`src/rtl/lut_rd_arbiter.sv`:
```
// lut_rd_arbiter
//
// Round-robin read arbiter that shares one single-port colour look-up ROM
// among NUM_REQ requesters. It accepts one lookup per cycle over a
// valid/ready handshake and registers the ROM address. A tag pipeline
// tracks which requester owns each in-flight read. The ROM byte is returned
// to that requester after a fixed latency. The block also drives the ROM's
// active-high reset, which is held for two cycles after rst_n is released.
//
// Parameters
//   NUM_REQ    number of requesters (2..8)
//   ADDR_WIDTH ROM address width
//   DATA_WIDTH ROM data width
//   ROM_LAT    ROM read latency in clocks (1 or 2)
//
// Ports
//   clk        single clock, rising edge
//   rst_n      asynchronous active-low reset
//   req_valid  per-requester lookup request
//   req_addr   packed addresses, requester i at [i*ADDR_WIDTH +: ADDR_WIDTH]
//   req_ready  one-hot grant (combinational)
//   hold       blocks new grants; in-flight reads still complete
//   rsp_valid  one-hot, one-cycle pulse marking the owner of rsp_data
//   rsp_data   shared response bus
//   rom_addr   registered ROM address
//   rom_data   ROM read data
//   rom_rst    active-high ROM reset
//   busy       high while any read is in flight

module lut_rd_arbiter #(
    parameter int unsigned NUM_REQ    = 3,
    parameter int unsigned ADDR_WIDTH = 10,
    parameter int unsigned DATA_WIDTH = 8,
    parameter int unsigned ROM_LAT    = 1
) (
    input  logic                          clk,
    input  logic                          rst_n,
    input  logic [NUM_REQ-1:0]            req_valid,
    input  logic [NUM_REQ*ADDR_WIDTH-1:0] req_addr,
    output logic [NUM_REQ-1:0]            req_ready,
    input  logic                          hold,
    output logic [NUM_REQ-1:0]            rsp_valid,
    output logic [DATA_WIDTH-1:0]         rsp_data,
    output logic [ADDR_WIDTH-1:0]         rom_addr,
    input  logic [DATA_WIDTH-1:0]         rom_data,
    output logic                          rom_rst,
    output logic                          busy
);

    localparam int unsigned PTR_W = (NUM_REQ > 1) ? $clog2(NUM_REQ) : 1;
    // One stage for the address register, ROM_LAT stages for the ROM itself.
    localparam int unsigned DEPTH = ROM_LAT + 1;

    logic [PTR_W-1:0]      last_q;
    logic [NUM_REQ-1:0]    gnt;
    logic [PTR_W-1:0]      gnt_idx;
    logic                  gnt_found;
    logic                  gnt_en;
    logic                  xfer;

    logic [ADDR_WIDTH-1:0] rom_addr_q;
    logic [DEPTH-1:0]      tag_vld_q;
    logic [NUM_REQ-1:0]    tag_own_q [DEPTH];
    logic [NUM_REQ-1:0]    rsp_valid_q;
    logic [DATA_WIDTH-1:0] rsp_data_q;
    logic [1:0]            rst_cnt_q;
    logic                  rom_rst_q;

    // Round-robin search starting one past the last granted requester.
    always_comb begin
        logic [PTR_W-1:0] idx;
        gnt       = '0;
        gnt_idx   = last_q;
        gnt_found = 1'b0;
        idx       = '0;
        for (int unsigned k = 1; k <= NUM_REQ; k++) begin
            idx = PTR_W'((32'(last_q) + k) % NUM_REQ);
            if (!gnt_found && req_valid[idx]) begin
                gnt_found = 1'b1;
                gnt_idx   = idx;
            end
        end
        if (gnt_found) begin
            gnt[gnt_idx] = 1'b1;
        end
    end

    assign gnt_en    = ~hold & ~rom_rst_q;
    assign req_ready = gnt_en ? gnt : '0;
    assign xfer      = gnt_en & gnt_found;

    // Grant pointer and ROM address register.
    always_ff @(posedge clk or negedge rst_n) begin
        if (!rst_n) begin
            last_q     <= PTR_W'(NUM_REQ - 1);
            rom_addr_q <= '0;
        end else if (xfer) begin
            last_q     <= gnt_idx;
            rom_addr_q <= req_addr[gnt_idx*ADDR_WIDTH +: ADDR_WIDTH];
        end
    end

    // Tag pipeline: {valid, one-hot owner} follows each read through the ROM.
    always_ff @(posedge clk or negedge rst_n) begin
        if (!rst_n) begin
            tag_vld_q <= '0;
            for (int unsigned i = 0; i < DEPTH; i++) begin
                tag_own_q[i] <= '0;
            end
        end else begin
            tag_vld_q    <= {tag_vld_q[DEPTH-2:0], xfer};
            tag_own_q[0] <= xfer ? gnt : '0;
            for (int unsigned i = 1; i < DEPTH; i++) begin
                tag_own_q[i] <= tag_own_q[i-1];
            end
        end
    end

    // Return stage: capture ROM data for the owner of the oldest tag.
    always_ff @(posedge clk or negedge rst_n) begin
        if (!rst_n) begin
            rsp_valid_q <= '0;
            rsp_data_q  <= '0;
        end else if (tag_vld_q[DEPTH-1]) begin
            rsp_valid_q <= tag_own_q[DEPTH-1];
            rsp_data_q  <= rom_data;
        end else begin
            rsp_valid_q <= '0;
        end
    end

    // ROM reset: set asynchronously, released on the second edge after rst_n rises.
    always_ff @(posedge clk or negedge rst_n) begin
        if (!rst_n) begin
            rst_cnt_q <= 2'd0;
            rom_rst_q <= 1'b1;
        end else if (rst_cnt_q != 2'd2) begin
            rst_cnt_q <= rst_cnt_q + 2'd1;
            rom_rst_q <= (rst_cnt_q + 2'd1) != 2'd2;
        end
    end

    assign rsp_valid = rsp_valid_q;
    assign rsp_data  = rsp_data_q;
    assign rom_addr  = rom_addr_q;
    assign rom_rst   = rom_rst_q;
    assign busy      = |tag_vld_q;

endmodule
```
`config.mk`:
```
export PLATFORM = sky130hd
export DESIGN_NAME = lut_rd_arbiter
export DESIGN_NICKNAME = d
export VERILOG_FILES = /design/src/rtl/lut_rd_arbiter.sv
export SDC_FILE = /design/constraint.sdc
export NUM_CORES = 1
export LEC_CHECK = 0
export ABC_AREA = 1
export CAP_MARGIN = 10
export CORE_MARGIN = 4
export CORE_UTILIZATION = 40
export CTS_CLUSTER_DIAMETER = 30
export DETAILED_ROUTE_END_ITERATION = 16
export PLACE_DENSITY = 0.84
export REMOVE_ABC_BUFFERS = 1
export SETUP_SLACK_MARGIN = 0.3
export SLEW_MARGIN = 20
export SYNTH_ARGS = -nofsm -noshare
export SYNTH_HDL_FRONTEND = slang
export SYNTH_SLANG_ARGS = --single-unit
```
`constraint.sdc`:
```
create_clock -name clk -period 3.6 [get_ports clk]
set_input_delay 1.08 -clock clk [delete_from_list [all_inputs] [get_ports clk]]
set_output_delay 1.08 -clock clk [all_outputs]
set_load 0.02 [all_outputs]
```
After elaboration in Yosys (flattened, before gate mapping)
Index checks and enable logic that the tools add are counted.
{"block": "totals", "regBits": 34, "input_bits": 44, "out_inout_bits": 26, "elab_cells": 53}
{"block": "op_classes", "magnitude_cmp": 5, "div_mod_pow": 3, "n_addsub": 4, "n_eq_ne": 2, "bitwise": 4, "n_mux": 18, "multipliers": 1, "n_reduce_logical": 6, "shift": 1}
{"op": "32-bit by 2-bit remainder unit with 32-bit output (second input constant)", "count": 3}
{"op": "30-bit by 7-bit indexed part select with 10-bit output", "count": 1}
{"op": "2-bit by 3-bit < comparator with 1-bit output (second input constant)", "count": 4}
{"op": "3-bit 2-to-1 mux", "count": 4}
{"op": "1-bit 2-to-1 mux", "count": 7}
{"op": "2-bit by 2-bit adder with 3-bit output (second input constant)", "count": 2}
{"op": "1-bit binary-select mux with 2-bit select", "count": 3}
{"op": "2-bit 2-to-1 mux", "count": 3}
{"op": "2-bit by 3-bit multiplier with 5-bit output (second input constant)", "count": 1}
{"op": "2-bit inequality test (second input constant)", "count": 2}
{"op": "2-bit by 1-bit adder with 3-bit output (second input constant)", "count": 1}
{"op": "1-bit logical AND", "count": 3}
{"op": "2-bit by 1-bit adder with 2-bit output (second input constant)", "count": 1}
{"op": "1-bit bitwise AND", "count": 2}
{"op": "1-bit demux with 2-bit select", "count": 1}
{"op": "2-bit by 1-bit greater-or-equal comparator with 1-bit output (second input constant)", "count": 1}
{"op": "1-bit logical NOT", "count": 2}
{"op": "1-bit NOT", "count": 2}
{"op": "2-bit OR reduction", "count": 1}

Longest topological paths before layout
{"block": "logic_depth", "word_depth": 17, "depth_mapped": 17, "depth_no_buf": 16}

Worst setup path after synthesis
Ideal clock, no wire load.
{"block": "synth_path", "kind": "input -> output", "startpoint": "in req_valid[2]", "endpoint": "out req_ready[0]", "stages": 10, "path_slack_ns": 0.216, "t_arrival_ns": 2.304, "path_buffers": 1, "cell_sequence": "inv_1 > o21ai_1 > nand2_2 > nand3_4 > nand3_2 > nand2_4 > buf_6 > nor2_4 > inv_2 > a21oi_1"}
{"block": "synth_between", "elab_chain_len": 15, "word_cells_on_any_way": 23, "classes_between": "order compare: 2; mux: 16; reduce/logical: 5"}
{"element": "start, declared", "line_no": "38", "source": "input logic [NUM_REQ-1:0] req_valid,"}
{"element": "1-bit binary-select mux with 2-bit select", "line_no": "78", "source": "if (!gnt_found && req_valid[idx]) begin"}
{"element": "1-bit 2-to-1 mux (not written as such)", "line_no": "78"}
{"element": "1-bit 2-to-1 mux", "line_no": "78"}
{"element": "1-bit logical NOT", "line_no": "78"}
{"element": "1-bit logical AND", "line_no": "78"}
{"element": "1-bit 2-to-1 mux", "line_no": "78"}
{"element": "1-bit logical NOT", "line_no": "78"}
{"element": "1-bit logical AND", "line_no": "78"}
{"element": "2-bit 2-to-1 mux", "line_no": "78"}
{"element": "2-bit by 3-bit < comparator with 1-bit output (not written as such) / 2-bit by 1-bit greater-or-equal comparator with 1-bit output (equally long branches)", "line_no": "84", "source": "gnt[gnt_idx] = 1'b1;"}
{"element": "1-bit logical AND (not written as such)", "line_no": "84"}
{"element": "1-bit 2-to-1 mux (not written as such)", "line_no": "84"}
{"element": "1-bit demux with 2-bit select", "line_no": "84"}
{"element": "3-bit 2-to-1 mux *", "line_no": "83", "source": "if (gnt_found) begin"}
{"element": "3-bit 2-to-1 mux *", "line_no": "89", "source": "assign req_ready = gnt_en ? gnt : '0;"}
{"element": "end, declared", "line_no": "40", "source": "output logic [NUM_REQ-1:0] req_ready,"}
Every way passes the cells marked *; elsewhere a longest branch is shown, timed or not. The select of a mux whose other input is x is not followed.

Worst setup path in the final report
{"block": "layout_path", "startpoint": "in req_valid[0]", "endpoint": "out req_ready[0]"}
Same word-level chain as after synthesis.

==> run_results.csv <==
group,metric,value,unit
outcome,status,"complete, no violations",
clock_tree,clkLatencyLatePin,0.28,ns
setup_path,slowest_delay,0.15,ns
routing,drt_iter0_drc,96,
clock_tree,cts_made_buffers,5,
setup_path,reg2reg_slack,1.00,ns
grt,grt_max_degree,35,
final_layout,mostFrequentLayoutCells,"63 x clkdlybuf4s50_1, 44 x nor2_1, 32 x dfrtp_1",
clock_tree,htreeDepth,2,
synth,synth_area,2000,sq um
hold_path,hold_depth,0,
floorplan,coreArea,4790,sq um
sta,slew_viol_final,0,
sta,tightest_slew,0.430,ns
setup_path,critical_path_required,2.52,ns
power,internal_power,2.00,mW
sta,min_period_over_period,92.6,%
routing,wl_per_cell,14.2,um
synth,syn_area_per_cell,8.18,sq um
floorplan,dieWidth,78.8,um
grt,grt_pass1_vias,1852,
floorplan,core.rowCount,25,
power,switching_power,1.95,mW
grt,met3_usage,2.95,%
setup_path,r2r_end,"rom_addr[4]$_DFFE_PN0P_",
hold_path,hold_path_class,"reg -> reg",
final_layout,final_area,3280,sq um
clock_tree,ctsRootBufferMaster,"clkbuf_8",
placed_design,dp_hpwl,3.83,mm
power,combPwrFrac,76.9,%
floorplan,fp.dieArea,6200,sq um
placed_design,gp_congestion,0.883,
setup_path,worstPathArrival,2.25,ns
grt,overflow,0,
floorplan,start_util,41.9,%
grt,antenna_found_initial,0,
setup_path,r2r_start,"last_q[1]$_DFFE_PN1P_",
synth,synth_edf_count,0,
sta,fin_skew,0.00127,ns
placed_design,postPlaceCellArea,2890,sq um
clock_tree,clkSinkCount,34,
grt,grt.busiest_layer,"met2",
hold_path,hold_end,"tag_own_q[0]$_DFF_PN0_",
sta,grt_setup_unrepaired,"yes",
setup_path,path_class,"in -> out",
sta,layout_min_cycle_time,3.33,ns
grt,grt_util_all_layers,17.7,%
power,power.share.clock,7.1,%
synth,ys.flop_type,"dfrtp_1",
setup_path,path_buf_inv,3,
sta,finalSetupTns,0,ns
synth,synthArstFlopShare,100,%
placed_design,place_inst,395,
setup_path,crit_path_end_kind,"output port",
synth,ys_seq_area_share,42.6,%
final_layout,instances_no_fill,415,
synth,synth.area.top_cells,"dfrtp_1 40%, nor2_1 8.6%, nand3_1 8.5%, nand2_1 7.1%, mux2_2 4.5%",
setup_path,cp_slowest_cell,"buf_4",
clock_tree,cts_tree,"done",
synth,synth_cells,245,
grt,met2_usage,29.7,%
final_layout,syn_to_final_growth,63.8,%
power,cellLeakagePower,1.56,nW
grt,use_met1,21.9,%
synth,ys_ff_latch,34,
final_layout,drive_gt1_share,36.2,%
setup_path,cp.depth,10,
setup_path,worstRegToRegCells,15,
sta,fin_hold_ws,0.351,ns
clock_tree,cts_buffer_depth,2,
routing,viasPerCell,4.87,
setup_path,critPathMaxFanout,6,
routing,routed_wl,5.88,mm
sta,relSlewSlack,71.3,%
sta,finalSetupViolCount,0,
sta,fmax,0.300,GHz
synth,yosysTopAreaCellShare,40.0,%
synth,yosys.area.top_type,"dfrtp_1",
final_layout,layout.nets,397,
routing,drt_first_pass_iters,5,
power,ir_drop,671,uV
placed_design,io_buffers,69,
setup_path,critPathTopFamily,"simple AND/OR/NAND/NOR gates",
setup_path,startpoint_type,"primary input",
power,swShare,49.4,%
hold_path,hp-start,"tag_own_q[3]$_DFF_PN0_",
final_layout,antennaDiodeCount,0,
floorplan,die_h,78.8,um
routing,dr_total_vias,2020,
sta,hold_viol_final,0,
grt,grt_pass1_wl,8.69,mm
synth,synthDistinctLibCells,28,
routing,antenna_left,0,
routing,drcViolationCount,0,
clock_tree,clk_pin_slew,0.06,ns
synth,yosysWarnings,0,
power,power_frac_seq,16.0,%
power,pwr_density_cell,1210,nW/um^2
floorplan,ios,70,
final_layout,layout_commonest_cell,"clkdlybuf4s50_1",
setup_path,path_cells,"buf_8, nand2_1, nand3_2, nand2_4, nand2_2, buf_4, nand2_1, nand3_2, a21oi_2, buf_4",
flow_run,drv_cap,0,
how the worst max path moves through the flow:
stage                          startpoint      endpoint  slack (ns)
CTS                 last_q[1]$_DFFE_PN1P_  req_ready[1]        0.25
global placement             req_valid[2]  req_ready[0]       -0.55
global route                 req_valid[2]  req_ready[1]        0.20
floorplan                    req_valid[2]  req_ready[0]        0.29
finish                       req_valid[0]  req_ready[0]        0.27
detailed placement           req_valid[2]  req_ready[1]       -0.63
Yosys cell counts, types with 2 or more instances:
library cell / count
nand3_2: 4
buf_2: 2
nor2_8: 2
dfrtp_1: 32
mux2_2: 8
o21ai_0: 4
inv_2: 6
nor3_2: 2
a21oi_1: 4
nand2_2: 12
nor2_1: 46
dfstp_2: 2
nor2_2: 8
inv_1: 23
ha_1: 6
nand3_1: 34
nor2_4: 2
nand2_1: 38
repair_timing:
action	in CTS	in global routing
pin swaps	20	17
setup endpoints to repair	3	3
buffers inserted	10	2
gates resized for setup	60	28
hold buffers	0	0
cell families after synthesis:
kind of cell               synth area share, %
AOI/OAI and AO/OA                         2.25
xor gates and xnor gates                 0.437
adders and majority gates                 3.75
buffers and inverters                     8.12
DFF                                       42.6
muxes                                     4.50
and+or+nand+nor                           38.4
sequential cells by signal, indices dropped and copies added, names as in the netlist:
name	cells
tag_vld_q	2
last_q	2
rsp_valid	3
tag_own_q	6
rsp_data	8
rst_cnt_q	2
rom_addr	10
rom_rst	1
power groups by stage:
stage                     Combinational, mW  Sequential (mW)  Clock (mW)
after floorplan                        1.43            0.765           0
after global placement                 2.41            0.630           0
after detailed placement               2.47            0.642           0
after CTS                              2.75            0.638       0.290
after global routing                   3.28            0.662       0.302
final                                  3.04            0.635       0.280
cell type report:
| type | instances | area [sq um] |
|---|---|---|
| inverters | 30 | 125 |
| clock inverters | 1 | 5.00 |
| fillers | 362 | 1510 |
| well taps | 67 | 83.8 |
| repair buffers | 101 | 970 |
| multi-input cells | 175 | 1160 |
| clock buffers | 7 | 86.3 |
| flip-flops and latches | 34 | 853 |
stage by stage:
stage / worst slack (ns) / power [mW] / utilization [%]
detailed placement: -0.629 / 3.11 / 60.4
global placement: -0.550 / 3.04 / 60.4
floorplan: 0.291 / 2.19 / -
CTS: 0.251 / 3.68 / 66.0
finish: 0.266 / 3.95 / 68.5
global route: 0.197 / 4.24 / 68.5
worst register-to-register path, cell delays in order, from the launching register on:
cell and delay (ns):
dfstp_2 0.59, inv_2 0.07, ha_4 0.21, inv_4 0.09, nand3_2 0.12, nand2_4 0.14, nand2_2 0.09, buf_4 0.14
nand2_1 0.11, nand3_2 0.11, buf_4 0.15, nand2_1 0.29, nand3_1 0.16, nand2_1 0.09, nor2_1 0.06, nor2_1 0.09
per-layer routing:
| metal | up-vias | part of all wire [%] |
|---|---|---|
| met5 | - | 0 |
| met4 | 0 | 5.3 |
| met3 | 35 | 6.8 |
| met2 | 100 | 48 |
| met1 | 917 | 40 |
| li1 | 968 | - |
Power figures use the tool's default switching activity.
